### src/rtl/riscv_pkg.sv
// riscv_pkg
// Shared definitions for the fetch-stage PC redirect logic.
//   pc_state_e        : fetch FSM states (BOOT, RUN, REDIR)
//   INSTR_BYTES       : size of one instruction in bytes (PC step)
//   DEFAULT_RESET_PC  : default fetch address loaded at reset
//   align_target()    : forces a branch target onto a word boundary
package riscv_pkg;

  typedef enum logic [1:0] {
    BOOT  = 2'd0,
    RUN   = 2'd1,
    REDIR = 2'd2
  } pc_state_e;

  localparam int unsigned INSTR_BYTES      = 4;
  localparam logic [31:0] DEFAULT_RESET_PC = 32'h0000_0000;

  // Branch targets with nonzero low bits are truncated to the word they fall in.
  function automatic logic [31:0] align_target(input logic [31:0] target);
    return {target[31:2], 2'b00};
  endfunction

endpackage

### src/rtl/sat_counter.sv
// sat_counter
// Up-counter that stops at its all-ones value instead of wrapping.
// Ports:
//   clk   : clock, counts on rising edge
//   rst_n : asynchronous active-low reset, clears the count
//   en    : count enable, one increment per enabled edge
//   count : current count value
module sat_counter #(
  parameter int WIDTH = 32
) (
  input  logic             clk,
  input  logic             rst_n,
  input  logic             en,
  output logic [WIDTH-1:0] count
);

  localparam logic [WIDTH-1:0] ONE = {{(WIDTH-1){1'b0}}, 1'b1};

  // Hold at all-ones once reached so the count never rolls back to zero.
  always_ff @(posedge clk or negedge rst_n) begin
    if (!rst_n) begin
      count <= '0;
    end else if (en && (count != '1)) begin
      count <= count + ONE;
    end
  end

endmodule

### src/rtl/pc_redirect_ctrl.sv
// pc_redirect_ctrl
// Fetch-stage program counter with branch redirect and pipeline flush control.
// Ports:
//   i_clk, i_rst_n     : clock and asynchronous active-low reset
//   i_stall            : hazard unit request to hold the PC (honoured only in RUN)
//   i_PCSrc            : branch taken from the MEM-stage branch unit
//   i_branch_target    : branch target address from EX/MEM
//   o_pc, o_pc_plus4   : current fetch address and its sequential successor
//   o_fetch_valid      : instruction memory data for o_pc is usable
//   o_flush_*          : flush requests for IF/ID, ID/EX and EX/MEM
//   o_misaligned       : one-cycle pulse after accepting a non word-aligned target
//   o_taken_cnt        : saturating count of taken redirects
module pc_redirect_ctrl
  import riscv_pkg::*;
#(
  parameter logic [31:0] RESET_PC = DEFAULT_RESET_PC
) (
  input  logic        i_clk,
  input  logic        i_rst_n,
  input  logic        i_stall,
  input  logic        i_PCSrc,
  input  logic [31:0] i_branch_target,
  output logic [31:0] o_pc,
  output logic [31:0] o_pc_plus4,
  output logic        o_fetch_valid,
  output logic        o_flush_IFID,
  output logic        o_flush_IDEX,
  output logic        o_flush_EXMEM,
  output logic        o_misaligned,
  output logic [31:0] o_taken_cnt
);

  localparam logic [31:0] PC_STEP = 32'(INSTR_BYTES);

  pc_state_e   state_q, state_d;
  logic [31:0] pc_q, pc_d;
  logic        misaligned_q;

  // State, PC and misaligned pulse registers.
  always_ff @(posedge i_clk or negedge i_rst_n) begin
    if (!i_rst_n) begin
      state_q      <= BOOT;
      pc_q         <= RESET_PC;
      misaligned_q <= 1'b0;
    end else begin
      state_q      <= state_d;
      pc_q         <= pc_d;
      misaligned_q <= i_PCSrc && (i_branch_target[1:0] != 2'b00);
    end
  end

  // Next-state and next-PC. BOOT and REDIR never advance the PC, so the first
  // RUN cycle after either one fetches the address already held. A taken
  // branch overrides everything, including stall.
  always_comb begin
    state_d = state_q;
    pc_d    = pc_q;
    case (state_q)
      BOOT:  state_d = RUN;
      RUN:   if (!i_stall) pc_d = pc_q + PC_STEP;
      REDIR: state_d = RUN;
      default: begin
        state_d = BOOT;
        pc_d    = RESET_PC;
      end
    endcase
    if (i_PCSrc) begin
      state_d = REDIR;
      pc_d    = align_target(i_branch_target);
    end
  end

  // Flushes are gated by reset so a stray branch signal during reset is inert.
  // IF/ID is flushed again in REDIR because the word fetched during the
  // redirect cycle came from the old path.
  always_comb begin
    o_flush_IFID  = i_rst_n && (i_PCSrc || (state_q == REDIR));
    o_flush_IDEX  = i_rst_n && i_PCSrc;
    o_flush_EXMEM = i_rst_n && i_PCSrc;
  end

  assign o_pc          = pc_q;
  assign o_pc_plus4    = pc_q + PC_STEP;
  assign o_fetch_valid = (state_q == RUN);
  assign o_misaligned  = misaligned_q;

  sat_counter #(
    .WIDTH(32)
  ) u_taken_cnt (
    .clk   (i_clk),
    .rst_n (i_rst_n),
    .en    (i_PCSrc),
    .count (o_taken_cnt)
  );

endmodule
### config.mk
export PLATFORM = sky130hd
export DESIGN_NAME = pc_redirect_ctrl
export DESIGN_NICKNAME = d
export VERILOG_FILES = /design/src/rtl/riscv_pkg.sv /design/src/rtl/sat_counter.sv /design/src/rtl/pc_redirect_ctrl.sv
export SDC_FILE = /design/constraint.sdc
export NUM_CORES = 1
export LEC_CHECK = 0
export ABC_AREA = 1
export ABC_CLOCK_PERIOD_IN_PS = 2000
export BUFFER_PORTS_ARGS = -buffer_cell sky130_fd_sc_hd__buf_2
export CAP_MARGIN = 20
export CORE_ASPECT_RATIO = 1.75
export CORE_UTILIZATION = 50
export CTS_BUF_LIST = sky130_fd_sc_hd__clkbuf_8 sky130_fd_sc_hd__clkbuf_16
export DETAILED_ROUTE_END_ITERATION = 8
export GPL_ROUTABILITY_DRIVEN = 0
export PLACE_DENSITY = 0.87
export SYNTH_ARGS = -nofsm -noshare
export SYNTH_HDL_FRONTEND = slang
export SYNTH_HIERARCHICAL = 1
export SYNTH_SLANG_ARGS = --single-unit
### constraint.sdc
create_clock -name i_clk -period 2 [get_ports i_clk]
set_input_delay 0.1 -clock i_clk [delete_from_list [all_inputs] [get_ports i_clk]]
set_output_delay 0.1 -clock i_clk [all_outputs]
set_load 0.01 [all_outputs]
==> flow_metrics.env <==
export IMPL_grt_ovfl_total=0
export IMPL_fin_hold_ws_ns=-0.00258
export IMPL_cts_sinks=65
export IMPL_hp_class="input port to async pin"
export IMPL_antenna_found_initial=0
export IMPL_grt_max_degree=66
export IMPL_routed_wl_um=13700
export IMPL_cp_max_fo=5
export IMPL_die_height_um=130
export IMPL_yosys_cell_types_count=32
export IMPL_syn_inst=686
export IMPL_grt_setup_unrepaired="true"
export IMPL_hpwlAfterDp_um=10200
export IMPL_tightest_slew_ns=0.851
export IMPL_finalNonFillerCells=950
export IMPL_ios=137
export IMPL_ff_latch_area_um2=1640
export IMPL_rows=46
export IMPL_synthesis_area_um2=4660
export IMPL_portBuffers=132
export IMPL_netlist_area_leader_share_pct=34.9
export IMPL_slew_headroom_pct=43.3
export IMPL_p_leak_nw=2.77
export IMPL_worst_clock_skew_ns=0.00598
export IMPL_insertion_delay_ns=0.33
export IMPL_drt_iter0_markers=285
export IMPL_cp_start_kind="flip-flop"
export IMPL_combPwrFrac_pct=21.6
export IMPL_drive_gt1_share_pct=28.3
export IMPL_synth_common_cells="249 x nand2_1, 105 x nor2_1, 65 x dfrtp_1"
export IMPL_syn_area_per_cell_um2=6.79
export IMPL_fin_crit_ns=1.91
export IMPL_synthTopCellsByArea="dfrtp_1 35%, nand2_1 20%, nor2_1 8.5%"
export IMPL_power_per_cell_area_nw_per_um2=710
export IMPL_end_kind="output pin"
export IMPL_multiInputGateArea_um2=2750
export IMPL_vdd_ir_drop_max_mv=0.591
export IMPL_seq_area_frac_synth_pct=34.9
export IMPL_yosys_warnings=6
export IMPL_num_fill_cells=831
export IMPL_synth_seq_cells=65
export IMPL_core_um2=9040
export IMPL_synth_main_ff_cell="dfrtp_1"
export IMPL_root_buffer="clkbuf_16"
export IMPL_rr_worst_depth=8
export IMPL_critPathArrivalTime_ns=1.81
export IMPL_p_seq_share_pct=40.1
export IMPL_ant_nets=0
export IMPL_path_clk_slew_ns=0.05
export IMPL_synth_top_area_cell="dfrtp_1"
export IMPL_critPathKind="flip-flop to output pin"
export IMPL_route_detailed_wl_per_inst_um=14.5
export IMPL_clock_path_buffers=2
export IMPL_htree_levels=3
export IMPL_required_ns=1.90
export IMPL_pre_cts_ws_ns=0.205
export IMPL_yosys_cell_count_top_type="nand2_1"
export IMPL_tritoncts="built"
export IMPL_syn2layout_area_growth_pct=24.7
export IMPL_violations="negative hold slack"
export IMPL_grt_pass1_vias=4693
export IMPL_die_width_um=75.0
export IMPL_status="finished with violations"
export IMPL_num_antenna_cells=0
export IMPL_layout_setup_ws_ns=0.0857
export IMPL_swShare_pct=31.6
export IMPL_fp_dieArea_um2=9720
export IMPL_nNetsFinal=864
export IMPL_fin_crit_sh_pct=95.7
export IMPL_drc=0
export IMPL_final_hold_viol_count=3
export IMPL_start_util_pct=51.6
export IMPL_internal_power_mw=2.82
export IMPL_p_clk_share_pct=38.3
export IMPL_drv_slew=0
export IMPL_vias_per_cell=5.29
export IMPL_synth_edf_count=0
export IMPL_finalSetupViolations=0
export IMPL_num_vias=5023
export IMPL_firstDrtPassIters=6
export IMPL_grt_usage_pct=29.5
export IMPL_cap_violations=0
export IMPL_switching_power_mw=1.30
export IMPL_cts_buffers=9
export IMPL_placed_cells=929
export IMPL_grt_pass1_wl_um=21500
export IMPL_async_reset_ff_share_pct=100
export IMPL_timing_fmax_mhz=522
[repair_timing]
item,in CTS,in global routing
setup buffers,0,5
pin swaps,0,9
endpoints found under the setup margin,4,17
hold endpoints to repair,1,0
hold buffers,1,0
gates resized for setup,1,20
[power groups by stage]
stage                     sequential (mW)  clock, mW  combinational [mW]
after floorplan                      1.68          0               0.463
after global placement               1.66          0               0.851
after detailed placement             1.67          0               0.864
after CTS                            1.64       1.60               0.871
after global routing                 1.67       1.65               0.997
final                                1.66       1.58               0.892
[stage by stage]
step	util [%]	hold slack [ns]	power (mW)	TNS [ns]	area (um2)
6_report	64.3	-0.00258	4.12	0	5810
5_1_grt	64.3	0.0390	4.32	-0.0696	5810
4_1_cts	63.3	0.00166	4.12	0	5720
3_5_place_dp	59.9	0.334	2.53	0	5410
3_3_place_gp	59.9	0.314	2.51	0	5410
2_1_floorplan	-	-0.196	2.15	0	4670
[cell families after synthesis]
group / count (synthesis) / synth area share, %
other: 1 / 0.0805
xor gates and xnor gates: 23 / 5.45
adders and majority gates: 2 / 0.537
buffers and inverters: 71 / 7.14
AOI/OAI and AO/OA: 67 / 7.71
DFF: 65 / 34.9
and+or+nand+nor: 457 / 44.2
[layer usage]
| layer | up-vias | part of all wire (%) | GRT usage, % |
|---|---|---|---|
| met5 | - | 0 | 0 |
| met4 | 0 | 6.5 | 21.0 |
| met3 | 72 | 6.8 | 5.48 |
| met2 | 257 | 52 | 52.4 |
| met1 | 2255 | 35 | 30.0 |
| li1 | 2439 | - | - |
[sequential cells by signal, indices dropped and copies added, names as in the netlist]
register,cells
u_taken_cnt/count,32
state_q,2
o_misaligned,1
o_pc,30
[placed cells by master (no fill, tap or decap), drive strengths merged]
cell / count
clkbuf: 11
xnor2: 11
o21ai: 6
bufinv: 1
dfrtp: 65
nand4: 11
o2bb2ai: 1
dlygate4sd3: 1
nor3: 2
ha: 2
and2: 3
conb: 4
a22oi: 3
nand3: 31
nand2: 267
clkinv: 2
inv: 49
a21oi: 56
o21bai: 1
nor2: 127
nand3b: 16
xor2: 12
buf: 148
[worst max-delay path, stage by stage (launching register included)]
cell,delay (ns)
dfrtp_1,0.41
buf_4,0.15
nand2_2,0.06
nor2_4,0.17
nand2_2,0.10
nor2_4,0.24
nand2_1,0.09
nand2_1,0.06
nand2_1,0.06
buf_2,0.14
[area by class of cell]
type / instances / area share (%)
timing repair buffer: 149 / 13.6
multi-input combinational: 553 / 47.4
inverter: 48 / 3.10
sequential: 65 / 28.2
clock buffer: 11 / 4.35
clock inverter: 4 / 0.754
tap: 120 / 2.58
[path summary, 6_finish.rpt]
kind,start,endpoint,slack [ns]
max in group asynchronous,i_rst_n,o_pc[11]$_DFFE_PN0P_,1.39
worst min register to register,u_taken_cnt/count[17]$_DFFE_PN0P_,u_taken_cnt/count[17]$_DFFE_PN0P_,0.55
worst max register to register,u_taken_cnt/count[0]$_DFFE_PN0P_,u_taken_cnt/count[22]$_DFFE_PN0P_,0.16
worst max-delay path,o_pc[3]$_DFFE_PN0P_,o_pc_plus4[31],0.09
min in group i_clk,i_branch_target[0],o_misaligned$_DFF_PN0_,0.01
worst min-delay path,i_rst_n,state_q[0]$_DFFE_PN0N_,-0.003
No activity file was read; power rests on OpenSTA's default activity.
